$ cat src/rtl/neuron_pkg.sv
// Shared fixed-point types and loader FSM encoding for the neuron datapath.
package neuron_pkg;
   localparam int PRECISION = 16;
   localparam int FRAC      = 10;

   typedef logic signed [PRECISION-1:0] fixed_t;

   localparam fixed_t FX_ONE  = 16'sh0400;
   localparam fixed_t FX_ZERO = '0;

   typedef enum logic {
      FILL = 1'b0,
      HOLD = 1'b1
   } ldr_state_t;
endpackage

$ cat src/rtl/vec_out_reg.sv
// Output register bank for one assembled frame plus the out_valid/out_ready bookkeeping.
module vec_out_reg #(
   parameter int N = 4,
   parameter int W = 16
) (
   input  logic                  clk,
   input  logic                  rst_n,
   input  logic                  load_i,
   input  logic [N-1:0][W-1:0]   load_x_i,
   input  logic [N-1:0][W-1:0]   load_w_i,
   input  logic [W-1:0]          load_bias_i,
   input  logic                  out_ready_i,
   output logic                  can_load_o,
   output logic                  out_valid_o,
   output logic [N-1:0][W-1:0]   x_o,
   output logic [N-1:0][W-1:0]   weights_o,
   output logic [W-1:0]          bias_o
);
   logic                out_valid_q;
   logic [N-1:0][W-1:0] x_q;
   logic [N-1:0][W-1:0] w_q;
   logic [W-1:0]        bias_q;

   // A frame may be replaced in the same edge it is consumed, so valid never bubbles.
   assign can_load_o = !out_valid_q || out_ready_i;

   always_ff @(posedge clk or negedge rst_n) begin
      if (!rst_n) begin
         out_valid_q <= 1'b0;
         x_q         <= '0;
         w_q         <= '0;
         bias_q      <= '0;
      end else if (load_i) begin
         out_valid_q <= 1'b1;
         x_q         <= load_x_i;
         w_q         <= load_w_i;
         bias_q      <= load_bias_i;
      end else if (out_ready_i) begin
         out_valid_q <= 1'b0;
      end
   end

   assign out_valid_o = out_valid_q;
   assign x_o         = x_q;
   assign weights_o   = w_q;
   assign bias_o      = bias_q;
endmodule

$ cat src/rtl/neuron_input_loader.sv
// Assembles N serial (x, weight) beats plus a frame bias into a double-buffered vector frame.
module neuron_input_loader
   import neuron_pkg::*;
#(
   parameter int N         = 4,
   parameter int precision = PRECISION,
   parameter int FRAC      = neuron_pkg::FRAC
) (
   input  logic                          clk,
   input  logic                          rst_n,
   input  logic                          in_valid,
   output logic                          in_ready,
   input  logic [precision-1:0]          in_x,
   input  logic [precision-1:0]          in_w,
   input  logic [precision-1:0]          in_bias,
   input  logic                          in_last,
   output logic                          out_valid,
   input  logic                          out_ready,
   output logic [N-1:0][precision-1:0]   x,
   output logic [N-1:0][precision-1:0]   weights,
   output logic [precision-1:0]          bias,
   output logic                          err_frame,
   output ldr_state_t                    dbg_state_o,
   output logic [$clog2(N)-1:0]          dbg_idx_o
);
   localparam int IW = $clog2(N);

   // Handshakes: a beat/frame transfers on a rising edge where valid and ready are both 1;
   // valid holds its payload stable until that edge, ready may change freely.
   ldr_state_t                  state_q;
   logic [IW-1:0]               idx_q, idx_d;
   logic                        err_q;
   logic [N-1:0][precision-1:0] fill_x_q, fill_w_q;
   logic [precision-1:0]        fill_bias_q;

   logic                        accept, last_slot, malformed, complete;
   logic                        can_load, load;
   logic [N-1:0][precision-1:0] load_x, load_w;

   assign in_ready  = (state_q == FILL);
   assign accept    = in_valid && in_ready;
   assign last_slot = (idx_q == IW'(N - 1));
   assign malformed = accept && (in_last != last_slot);
   assign complete  = accept && last_slot && in_last;
   assign load      = can_load && (complete || (state_q == HOLD));

   // The completing beat is forwarded straight into the output bank so latency is one edge.
   always_comb begin
      load_x = fill_x_q;
      load_w = fill_w_q;
      if (state_q == FILL) begin
         load_x[N-1] = in_x;
         load_w[N-1] = in_w;
      end
   end

   always_comb begin
      idx_d = idx_q;
      if (accept) begin
         idx_d = (malformed || last_slot) ? '0 : idx_q + IW'(1);
      end
   end

   always_ff @(posedge clk or negedge rst_n) begin
      if (!rst_n) begin
         state_q     <= FILL;
         idx_q       <= '0;
         err_q       <= 1'b0;
         fill_x_q    <= '0;
         fill_w_q    <= '0;
         fill_bias_q <= '0;
      end else begin
         err_q <= malformed;
         idx_q <= idx_d;
         if (accept) begin
            fill_x_q[idx_q] <= in_x;
            fill_w_q[idx_q] <= in_w;
            if (idx_q == '0) fill_bias_q <= in_bias;
         end
         case (state_q)
            FILL:    if (complete && !can_load) state_q <= HOLD;
            HOLD:    if (can_load) state_q <= FILL;
            default: state_q <= FILL;
         endcase
      end
   end

   vec_out_reg #(.N(N), .W(precision)) u_out (
      .clk         (clk),
      .rst_n       (rst_n),
      .load_i      (load),
      .load_x_i    (load_x),
      .load_w_i    (load_w),
      .load_bias_i (fill_bias_q),
      .out_ready_i (out_ready),
      .can_load_o  (can_load),
      .out_valid_o (out_valid),
      .x_o         (x),
      .weights_o   (weights),
      .bias_o      (bias)
   );

   assign err_frame   = err_q;
   assign dbg_state_o = state_q;
   assign dbg_idx_o   = idx_q;
endmodule

$ cat config.mk
export PLATFORM = sky130hd
export DESIGN_NAME = neuron_input_loader
export DESIGN_NICKNAME = d
export VERILOG_FILES = /design/src/rtl/neuron_pkg.sv /design/src/rtl/vec_out_reg.sv /design/src/rtl/neuron_input_loader.sv
export SDC_FILE = /design/constraint.sdc
export NUM_CORES = 1
export LEC_CHECK = 0
export ABC_AREA = 1
export CAP_MARGIN = 25
export CELL_PAD_IN_SITES_DETAIL_PLACEMENT = 1
export CELL_PAD_IN_SITES_GLOBAL_PLACEMENT = 2
export CORE_ASPECT_RATIO = 0.75
export CORE_MARGIN = 2
export CORE_UTILIZATION = 31
export CTS_BUF_LIST = sky130_fd_sc_hd__clkbuf_2
export CTS_CLUSTER_SIZE = 12
export DETAILED_ROUTE_END_ITERATION = 8
export GPL_ROUTABILITY_DRIVEN = 0
export PLACE_DENSITY_LB_ADDON = 0.1
export SLEW_MARGIN = 20
export SYNTH_ARGS = -nofsm -noshare
export SYNTH_HDL_FRONTEND = slang
export SYNTH_SLANG_ARGS = --single-unit
$ cat constraint.sdc
create_clock -name clk -period 4.71 [get_ports clk]
set_input_delay 1.413 -clock clk [delete_from_list [all_inputs] [get_ports clk]]
set_output_delay 1.413 -clock clk [all_outputs]
set_load 0.01 [all_outputs]
==> flow_summary.ini <==
[timing]
post-route-period-util = 0.8182
max_slew.worst_pin.slew_ns = 0.9516
fin_tns_setup_ns = 0
maxSlewHeadroom = 0.3656
max_freq_mhz = 259.5
rsz0062_at_grt = no
finClkSkew_ns = 0.07951
period_needed_ns = 3.854
final_max_slew_viol_count = 0
finalHoldViolations = 0
finalSetupViolCount = 0

[run_status]
run_status = finished, final reports clean

[cells_and_area]
nets = 1535
drive_gt1_frac = 0.09402
final_cells = 2028
final_core_util = 0.3961
synthToLayoutAreaGrowth_pct = 26.69
design_area_sq_um = 14600

[logic_synthesis]
synth_area_sq_um = 11520
synth_area_leaders = dfrtp_1 64%, nand2_1 18%, nand3_1 7.1%, o21ai_0 5.7%, buf_2 1.3%
ys_types = 17
yosysTopAreaCell = dfrtp_1
synth_top_area_share = 0.6362
ys_async_sr_fraction = 1.000
synthTopCellsByCount = 547 x nand2_1, 293 x dfrtp_1, 163 x nand3_1, 131 x o21ai_0, 36 x inv_1
syn_nets = 1324
yosysSeqAreaShare = 0.6362
syn_area_per_cell_sq_um = 9.096
ys_ff_latch = 293
synth_ff_type = dfrtp_1
synth_edf_count = 0
synth.most_common_cell = nand2_1
ys_warn_count = 0
syn_inst = 1267

[worst_setup_path]
endpoint_kind = output port
rrSetupSlack_ns = 2.16
start_kind = register
crit_required_ns = 3.30
cp_slowest_cell = clkdlybuf4s50_1
worstPathCellList = buf_4 -> clkdlybuf4s50_1
reg2reg_from = dbg_idx_o[0]$_DFFE_PN0P_
critPathArrivalTime_ns = 2.44
max_stage_delay_ns = 0.65
reg2reg_depth = 4
r2r_end = fill_x_q[2]$_DFFE_PN0P_
path_max_fanout = 34
critical_path_class = reg -> out

[floorplan]
num_rows = 61
dieWidth_microns = 226.6
fp.dieArea_sq_um = 38750
pin_count = 203
dieHeight_microns = 171.0
core-area_sq_um = 36860
start_util = 0.3126

[power_and_ir_drop]
totalPowerFinal_w = 0.008252
leakagePower_nw = 7.443
ir_worst_vdd_mv = 0.1971
power_density_nw_per_um2 = 565.2

[global_routing]
grt_usage = 0.1953
grt_overflow = 0
grt_pass1_wl_mm = 57.76
antenna_found_initial = 4
grt_max_degree = 147
grt_pass1_vias = 9830

[cts]
cts-resized-gates = 0
cts_setup_buffers = 0
clkSlewWorstSetupHoldPaths_ns = 0.09
cts_tree = yes
cts_buffer_depth = 3
numClockSinks = 293
numCtsBuffers = 77
htreeDepth = 3
clock_latency_ns = 0.94
root_buffer = clkbuf_2
holdBufCountCts = 0

[drt]
ant_nets = 0
dr.pass1.iters = 4
drt-total-wl_mm = 36.67
drtIter0Drc = 470
via_per_inst = 4.635
wl_per_cell_microns = 18.08
route.detailed.drc = 0
num_vias = 9400

[placement]
placed_area_sq_um = 13990
hpwlAfterDp_mm = 22.06
portBuffers = 202
dp_cells = 1903

[worst_hold_path]
hold_start = u_out.weights_o[2]$_DFFE_PN0P_
min_to = u_out.weights_o[2]$_DFFE_PN0P_
min_path_type = reg -> reg
whs_path_depth = 2

[job]
max-cap-violations = 0
[power by group]
part	internal, W	switching, W	total, W	leakage, nW
Combinational	0.00128	0.00113	0.00241	3.22
Clock	0.000638	0.00106	0.00169	0.499
Sequential	0.00350	0.000643	0.00414	3.72
[worst max-delay path by stage]
stage / end / slack, ns / cells after the start / start
floorplan: in_ready / 2.33 / 3 / dbg_state_o$_DFF_PN0_
global placement: fill_x_q[33]$_DFFE_PN0P_ / 1.09 / 7 / in_valid
detailed placement: fill_x_q[33]$_DFFE_PN0P_ / 1.07 / 7 / in_valid
CTS: dbg_state_o / 0.70 / 2 / dbg_state_o$_DFF_PN0_
global route: dbg_state_o / 0.67 / 2 / dbg_state_o$_DFF_PN0_
finish: dbg_state_o / 0.86 / 2 / dbg_state_o$_DFF_PN0_
[final cells by class]
| class | instances | area, sq um |
|---|---|---|
| diodes | 3 | 7.507 |
| clock buffers | 117 | 585.6 |
| clock inverters | 5 | 20.02 |
| fillers | 4299 | 22260 |
| inverters | 37 | 141.4 |
| multi-input cells | 854 | 3682 |
| flip-flops and latches | 293 | 7333 |
| well taps | 504 | 630.6 |
| repair buffers | 215 | 2200 |
[state kept, by name (all words and copies together), names as in the netlist]
name / count
err_frame: 1
fill_w_q: 64
fill_x_q: 64
dbg_state_o: 1
u_out.out_valid_o: 1
u_out.bias_o: 16
fill_bias_q: 16
dbg_idx_o: 2
u_out.x_o: 64
u_out.weights_o: 64
[cell usage in the layout, fill, tap and decap left out, types with 4 or more instances in the layout]
master	netlist	layout
nand2_1	547	545
dfrtp_1	293	292
clkdlybuf4s50_1	0	201
nand3_1	163	163
o21ai_0	131	131
clkbuf_2	0	117
inv_1	36	36
buf_4	13	7
buf_12	0	6
ha_1	4	4
[metrics by stage]
| step | hold WS (ns) | worst slack (ns) |
|---|---|---|
| 4_1_cts | 0.4836 | 0.7017 |
| 5_1_grt | 0.4993 | 0.6667 |
| 3_3_place_gp | 0.4542 | 1.091 |
| 6_report | 0.4774 | 0.8564 |
| 2_1_floorplan | 0.4427 | 2.334 |
| 3_5_place_dp | 0.4597 | 1.070 |
[kinds of logic after synthesis]
family,share of synthesized area
simple gates,0.2542
buf+inv,0.04755
fa+ha+maj,0.004343
compound gates,0.05776
flops,0.6362
[per-layer routing]
layer  GRT usage  wire (microns)
met1      0.2848           18380
met2      0.2853           15780
met3     0.04620            1727
met4     0.06150             760
met5           0              16
[worst max-delay path: cells and delay by family (launching register included)]
family | cells | cell delay (ns)
buffers and inverters | 2 | 1.14
DFF | 1 | 0.39
(Power assumes the default switching activity.)
